===== src/rtl/mcs6530_bus_pkg.sv =====
// Shared types for the MCS6530 RRIOT bus initiator: command ops, FSM states,
// idle bus values and the queued command record.
package mcs6530_bus_pkg;

    typedef enum logic [1:0] {
        WRITE = 2'd0,
        READ  = 2'd1,
        RMW   = 2'd2,
        POLL  = 2'd3
    } op_t;

    typedef enum logic [2:0] {
        IDLE,
        RD,
        RD_WAIT,
        WR,
        POLL_CHK,
        RESP
    } state_t;

    localparam logic [9:0] IDLE_ADDR = 10'h000;
    localparam logic [7:0] IDLE_DATA = 8'h00;

    typedef struct packed {
        op_t        op;
        logic       rs0;
        logic [9:0] addr;
        logic [7:0] wdata;
        logic [7:0] mask;
    } cmd_t;

endpackage


===== src/rtl/mcs6530_bus_master_cmd_fifo.sv =====
// Command queue in front of the bus sequencer. Pointers carry one extra wrap
// bit so full and empty are told apart without a separate count.
module cmd_fifo
    import mcs6530_bus_pkg::*;
#(
    parameter int DEPTH = 4
) (
    input  logic clk,
    input  logic rst,
    input  logic push,
    input  cmd_t din,
    input  logic pop,
    output cmd_t dout,
    output logic full,
    output logic empty
);

    localparam int AW = $clog2(DEPTH);

    cmd_t           mem [DEPTH];
    logic [AW:0]    wptr;
    logic [AW:0]    rptr;

    always_ff @(posedge clk) begin
        if (rst) begin
            wptr <= '0;
            rptr <= '0;
        end else begin
            if (push && !full)
                wptr <= wptr + 1'b1;
            if (pop && !empty)
                rptr <= rptr + 1'b1;
        end
    end

    always_ff @(posedge clk) begin
        if (push && !full)
            mem[wptr[AW-1:0]] <= din;
    end

    assign dout  = mem[rptr[AW-1:0]];
    assign empty = (wptr == rptr);
    assign full  = (wptr[AW] != rptr[AW]) && (wptr[AW-1:0] == rptr[AW-1:0]);

endmodule


===== src/rtl/mcs6530_bus_master.sv =====
// Host-side bus initiator for the MCS6530 RRIOT: pops queued commands and runs
// them as single-cycle read/write bus transactions with a response handshake.
module mcs6530_bus_master
    import mcs6530_bus_pkg::*;
#(
    parameter int RD_LAT    = 1,
    parameter int CMD_DEPTH = 4,
    parameter int POLL_MAX  = 256
) (
    input  logic       phi2,
    input  logic       rst,
    input  logic       cmd_valid,
    output logic       cmd_ready,
    input  logic [1:0] cmd_op,
    input  logic       cmd_rs0,
    input  logic [9:0] cmd_addr,
    input  logic [7:0] cmd_wdata,
    input  logic [7:0] cmd_mask,
    output logic       rsp_valid,
    input  logic       rsp_ready,
    output logic [7:0] rsp_data,
    output logic       rsp_timeout,
    output logic [9:0] addr,
    output logic       rs0,
    output logic       cs1,
    output logic       r_w,
    output logic [7:0] data_o,
    input  logic [7:0] data_i,
    output logic       busy
);

    localparam int PW = $clog2(POLL_MAX + 1);

    state_t         state, state_n;
    cmd_t           push_cmd, fifo_dout, cmd;
    logic           fifo_full, fifo_empty, push, pop;
    logic [7:0]     val;
    logic [1:0]     wcnt;
    logic [PW-1:0]  tries;
    logic           tmo;
    logic           last_wait, match, poll_last, bus_cyc;

    assign push_cmd  = '{op: op_t'(cmd_op), rs0: cmd_rs0, addr: cmd_addr,
                         wdata: cmd_wdata, mask: cmd_mask};
    assign push      = cmd_valid && !fifo_full;
    assign pop       = (state == IDLE) && !fifo_empty;
    assign cmd_ready = !fifo_full;

    assign last_wait = (wcnt == 2'(RD_LAT - 1));
    assign match     = ((val ^ cmd.wdata) & cmd.mask) == 8'h00;
    assign poll_last = (tries == PW'(POLL_MAX - 1));
    assign bus_cyc   = (state == RD) || (state == WR);

    cmd_fifo #(.DEPTH(CMD_DEPTH)) u_fifo (
        .clk   (phi2),
        .rst   (rst),
        .push  (push),
        .din   (push_cmd),
        .pop   (pop),
        .dout  (fifo_dout),
        .full  (fifo_full),
        .empty (fifo_empty)
    );

    always_ff @(posedge phi2) begin
        if (rst)
            state <= IDLE;
        else
            state <= state_n;
    end

    always_comb begin
        state_n = state;
        case (state)
            IDLE:     if (!fifo_empty)
                          state_n = (fifo_dout.op == WRITE) ? WR : RD;
            RD:       state_n = RD_WAIT;
            RD_WAIT:  if (last_wait) begin
                          if (cmd.op == READ)
                              state_n = RESP;
                          else if (cmd.op == RMW)
                              state_n = WR;
                          else
                              state_n = POLL_CHK;
                      end
            WR:       state_n = RESP;
            POLL_CHK: state_n = (match || poll_last) ? RESP : RD;
            RESP:     if (rsp_valid && rsp_ready)
                          state_n = IDLE;
            default:  state_n = IDLE;
        endcase
    end

    // val holds the write value, then the sampled/merged read value; it is
    // what the write cycle drives and what the response reports.
    always_ff @(posedge phi2) begin
        if (rst) begin
            cmd   <= '0;
            val   <= 8'h00;
            wcnt  <= 2'd0;
            tries <= '0;
            tmo   <= 1'b0;
        end else begin
            if (pop) begin
                cmd   <= fifo_dout;
                val   <= fifo_dout.wdata;
                tries <= '0;
                tmo   <= 1'b0;
            end
            if (state == RD)
                wcnt <= 2'd0;
            if (state == RD_WAIT) begin
                if (last_wait)
                    val <= (cmd.op == RMW) ? ((data_i & ~cmd.mask) | (cmd.wdata & cmd.mask))
                                           : data_i;
                else
                    wcnt <= wcnt + 2'd1;
            end
            if ((state == POLL_CHK) && !match) begin
                tries <= tries + 1'b1;
                tmo   <= poll_last;
            end
        end
    end

    // Outputs are registered copies of the current state, so the bus cycle
    // appears one clock after the FSM enters RD/WR.
    always_ff @(posedge phi2) begin
        if (rst) begin
            addr        <= IDLE_ADDR;
            rs0         <= 1'b0;
            cs1         <= 1'b0;
            r_w         <= 1'b1;
            data_o      <= IDLE_DATA;
            rsp_valid   <= 1'b0;
            rsp_data    <= 8'h00;
            rsp_timeout <= 1'b0;
            busy        <= 1'b0;
        end else begin
            addr      <= bus_cyc ? cmd.addr : IDLE_ADDR;
            rs0       <= bus_cyc && cmd.rs0;
            cs1       <= bus_cyc;
            r_w       <= (state != WR);
            data_o    <= (state == WR) ? val : IDLE_DATA;
            rsp_valid <= (state == RESP) && !(rsp_valid && rsp_ready);
            if (state == RESP) begin
                rsp_data    <= val;
                rsp_timeout <= tmo;
            end
            busy      <= (state != IDLE) || !fifo_empty;
        end
    end

endmodule


===== config.mk =====
export PLATFORM = sky130hd
export DESIGN_NAME = mcs6530_bus_master
export DESIGN_NICKNAME = d
export VERILOG_FILES = /design/src/rtl/mcs6530_bus_pkg.sv /design/src/rtl/mcs6530_bus_master_cmd_fifo.sv /design/src/rtl/mcs6530_bus_master.sv
export SDC_FILE = /design/constraint.sdc
export NUM_CORES = 1
export LEC_CHECK = 0
export BUFFER_PORTS_ARGS = -buffer_cell sky130_fd_sc_hd__buf_2
export CAP_MARGIN = 20
export CORE_ASPECT_RATIO = 1.75
export CORE_MARGIN = 4
export CORE_UTILIZATION = 45
export CTS_CLUSTER_DIAMETER = 100
export DETAILED_ROUTE_END_ITERATION = 6
export PLACE_DENSITY = 0.68
export SYNTH_ARGS = -nofsm -noshare
export SYNTH_HDL_FRONTEND = slang
export SYNTH_HIERARCHICAL = 1
export SYNTH_SLANG_ARGS = --single-unit

===== constraint.sdc =====
create_clock -name phi2 -period 6.4 [get_ports phi2]
set_input_delay 1.92 -clock phi2 [delete_from_list [all_inputs] [get_ports phi2]]
set_output_delay 1.92 -clock phi2 [all_outputs]
set_load 0.005 [all_outputs]

==> flow_metrics.py <==
metrics = {
    "hold_path": {
        "worstHoldPathCells": 2,
        "hp-class": "reg2reg",
        "min_to": "cmd[26]",
        "hp-start": "cmd[26]",
    },
    "yosys": {
        "synth-xor-area-share": 0.0151,
        "ys_seq_elements": 208,
        "synth_fa_ha_area_frac": 0.0170,
        "synth-compound-area-share": 0.0971,
        "yosysSeqAreaShare": 0.656,
        "synthDistinctLibCells": 46,
        "synth_edf_count": 116,
        "synth-simple-area-share": 0.0934,
        "synth_top_flop_cell": "edfxtp_1",
        "ys.warnings.count": 6,
        "async_flop_share": 0,
        "synth_nets": 649,
        "synthCells": 597,
        "syn-mean-instance-area_um2": 13.6,
        "synth_top_family_by_area": "compound AO/OA/AOI/OAI gates",
        "synth_area_mm2": 0.00812,
        "muxShareOfSynthArea": 0.0915,
    },
    "clock_network": {
        "cts_buffers": 19,
        "cts-resized-gates": 0,
        "path_clk_slew_ns": 0.06,
        "max-clock-path-buffers": 3,
        "cts_sinks": 208,
        "htreeDepth": 1,
        "cts_root_buffer": "clkbuf_16",
        "cts_tree": "built",
        "cts_setup_buffers": 0,
        "cts_hold_buf": 0,
        "clock_latency_ns": 0.48,
    },
    "power": {
        "clkPwrFrac": 0.295,
        "power_density_mw_per_mm2": 426,
        "internal_power_uw": 2740,
        "swShare": 0.313,
        "switching_power_uw": 1240,
        "fin_total_pwr_uw": 3980,
        "peakVddDrop_mv": 0.237,
        "leakage_uw": 0.00337,
        "seqPwrFrac": 0.459,
        "p_comb_frac": 0.246,
    },
    "timing": {
        "finClkSkew_ns": 0.00970,
        "slew_viol_final": 0,
        "relSlewSlack": 0.471,
        "hold_violations": 0,
        "period_share": 0.643,
        "fmaxAchievable_mhz": 243,
        "min_period_ns": 4.11,
        "tns_ns": 0,
        "grt_setup_unrepaired": "false",
        "setup_viol": 0,
        "worst_slew_pin_slew_ns": 0.787,
    },
    "route": {
        "routedWlPerCell_um": 17.5,
        "final_antenna_net_count": 0,
        "drt-initial-drc-count": 265,
        "drc": 0,
        "via_count": 4899,
        "firstDrtPassIters": 4,
        "avgViaCountPerCell": 5.40,
        "wirelength_um": 15900,
    },
    "critical_path": {
        "critPathSlowestCell": "xnor2_1",
        "cp_max_fo": 8,
        "cp.arrival_ns": 2.19,
        "worstPathRequired_ns": 4.48,
        "slowest_delay_ns": 0.66,
        "worstRegToRegCells": 10,
        "endpoint_kind": "primary output",
        "regToRegSetupSlack_ns": 3.53,
        "cp_cell_sequence": "xnor2_1 -> nand2_1 -> nor2_1 -> inv_1 -> buf_2",
        "cp_num_buf_inv": 2,
        "cp_top_family": "XOR/XNOR gates",
        "path_class": "reg2out",
        "cp-start-kind": "flop",
        "worstReg2RegStart": "u_fifo/wptr[0]",
    },
    "flow_run": {
        "drv_cap": 0,
    },
    "floorplan": {
        "initial_utilization": 0.461,
        "num_rows": 64,
        "dieArea_mm2": 0.0203,
        "die_h_um": 186,
        "ioPinCount": 74,
        "coreArea_mm2": 0.0176,
        "die_x_um": 110,
    },
    "grt": {
        "grt_pass1_vias": 5044,
        "grt-ovfl-total": 0,
        "grt_max_degree": 49,
        "grt_pass1_wl_um": 25700,
        "antenna_found_initial": 0,
        "track_usage": 0.161,
    },
    "outcome": {
        "status": "finished, final reports clean",
    },
    "final_layout": {
        "diodes": 0,
        "layout-drive-gt1-share": 0.217,
        "num-nets-final": 716,
        "area_growth_pct": 15.1,
        "n_fill_cell": 1519,
    },
    "place": {
        "dp_hpwl_um": 10700,
        "globalplace.congestion": 0.797,
        "port_buffers": 73,
    },
}
[cell usage after synthesis, drive strengths merged, types with 6 or more instances]
master,instances,area [um2]
a21oi,41,205
a211o,8,71.3
edfxtp,116,3480
o211ai,13,97.6
nand2,81,304
nor2,17,66.3
and2,14,87.6
buf,17,106
a21boi,8,60.1
nand2b,6,37.5
inv,14,52.6
mux2i,9,90.1
o21ai,10,50.1
ha,11,138
nand3,6,30.0
dfxtp,92,1840
a311oi,17,149
mux4,29,653
clkbuf,19,85.1
and3,12,75.1
xor2,11,96.3
[registers in the layout (all words and copies together), names as in the netlist, 2 cells and up, named ones only]
| name | cells |
|---|---|
| u_fifo/mem | 116 |
| wcnt | 2 |
| val | 8 |
| u_fifo/wptr | 3 |
| u_fifo/rptr | 3 |
| cmd | 29 |
| state | 3 |
| data_o | 8 |
| rsp_data | 8 |
| tries | 9 |
| addr | 10 |
[layer usage]
layer  share of wire  GRT usage  vias to the layer above
li1                -          -                     2360
met1            0.39      0.187                     2409
met2            0.54      0.297                      109
met3           0.049     0.0253                       21
met4           0.019     0.0544                        0
met5               0          0                        -
[placed cells by master (no fill, tap or decap), types with 7 or more instances in the layout]
cell       Yosys  final
buf_4          4      7
o211ai_1      13     13
inv_1         14     14
xor2_1        11     11
a211o_1        7      7
buf_2         10     73
and3_1        12     12
o21ai_0       10     10
a21oi_1       41     41
nor2_1        16     16
and2_1        14     14
a311oi_1      17     17
clkbuf_16      0     19
ha_1          11     11
dfxtp_1       92     91
a21boi_0       8      8
edfxtp_1     116    116
nand2_1       81     81
mux2i_1        9      9
mux4_2        29     29
[power groups by stage]
stage          logic [uW]  clock network, uW  registers [uW]
6_report              980               1170            1830
5_1_grt              1090               1260            1850
4_1_cts               990               1200            1830
3_5_place_dp          986                  0            1860
3_3_place_gp          927                  0            1860
2_1_floorplan         797                  0            1790
[worst min-delay path, delay by kind of cell, from the launching register on]
family | cells | cell delay, ns
AOI/OAI and AO/OA | 1 | 0.05
DFF | 1 | 0.31
and+or+nand+nor | 1 | 0.05
[through the flow]
stage | setup slack [ns] | util | instances | hold WS [ns] | area (um2)
finish | 2.29 | 0.530 | 907 | 0.451 | 9340
detailed placement | 2.54 | 0.492 | 873 | 0.445 | 8670
floorplan | 2.12 | - | 597 | 0.430 | 8120
global placement | 2.58 | 0.491 | 872 | 0.440 | 8650
global route | 2.19 | 0.530 | 907 | 0.476 | 9340
CTS | 2.29 | 0.529 | 906 | 0.455 | 9320
[layout make-up]
class	count	area [um2]	area share
Clock buffer	27	546	0.0584
Inverter	14	52.6	0.00562
Tap cell	231	289	0.0309
Multi-Input combinational cell	339	2560	0.275
Timing Repair Buffer	82	458	0.0490
Clock inverter	6	108	0.0115
Sequential cell	208	5330	0.570
[worst max path at each step]
stage	start	end	slack [ns]	cells after the start
floorplan	cmd_valid	u_fifo/mem[3][0]	2.12	3
CTS	u_fifo/wptr[0]	cmd_ready	2.29	5
detailed placement	cmd_valid	u_fifo/mem[3][24]	2.54	4
finish	u_fifo/wptr[0]	cmd_ready	2.29	5
global placement	cmd_valid	u_fifo/mem[3][20]	2.58	4
global route	u_fifo/rptr[0]	cmd_ready	2.19	5
[kinds of logic (layout without fill, tap and decap cells)]
| logic type | Yosys count | after routing |
|---|---|---|
| AND/OR/NAND/NOR | 159 | 159 |
| AO/OA/AOI/OAI | 117 | 117 |
| adder cells (fa/ha/maj) | 11 | 11 |
| flip-flops | 208 | 208 |
| XOR/XNOR | 14 | 14 |
| multiplexers | 38 | 38 |
| buffers and inverters | 50 | 129 |
(Power assumes the default switching activity.)
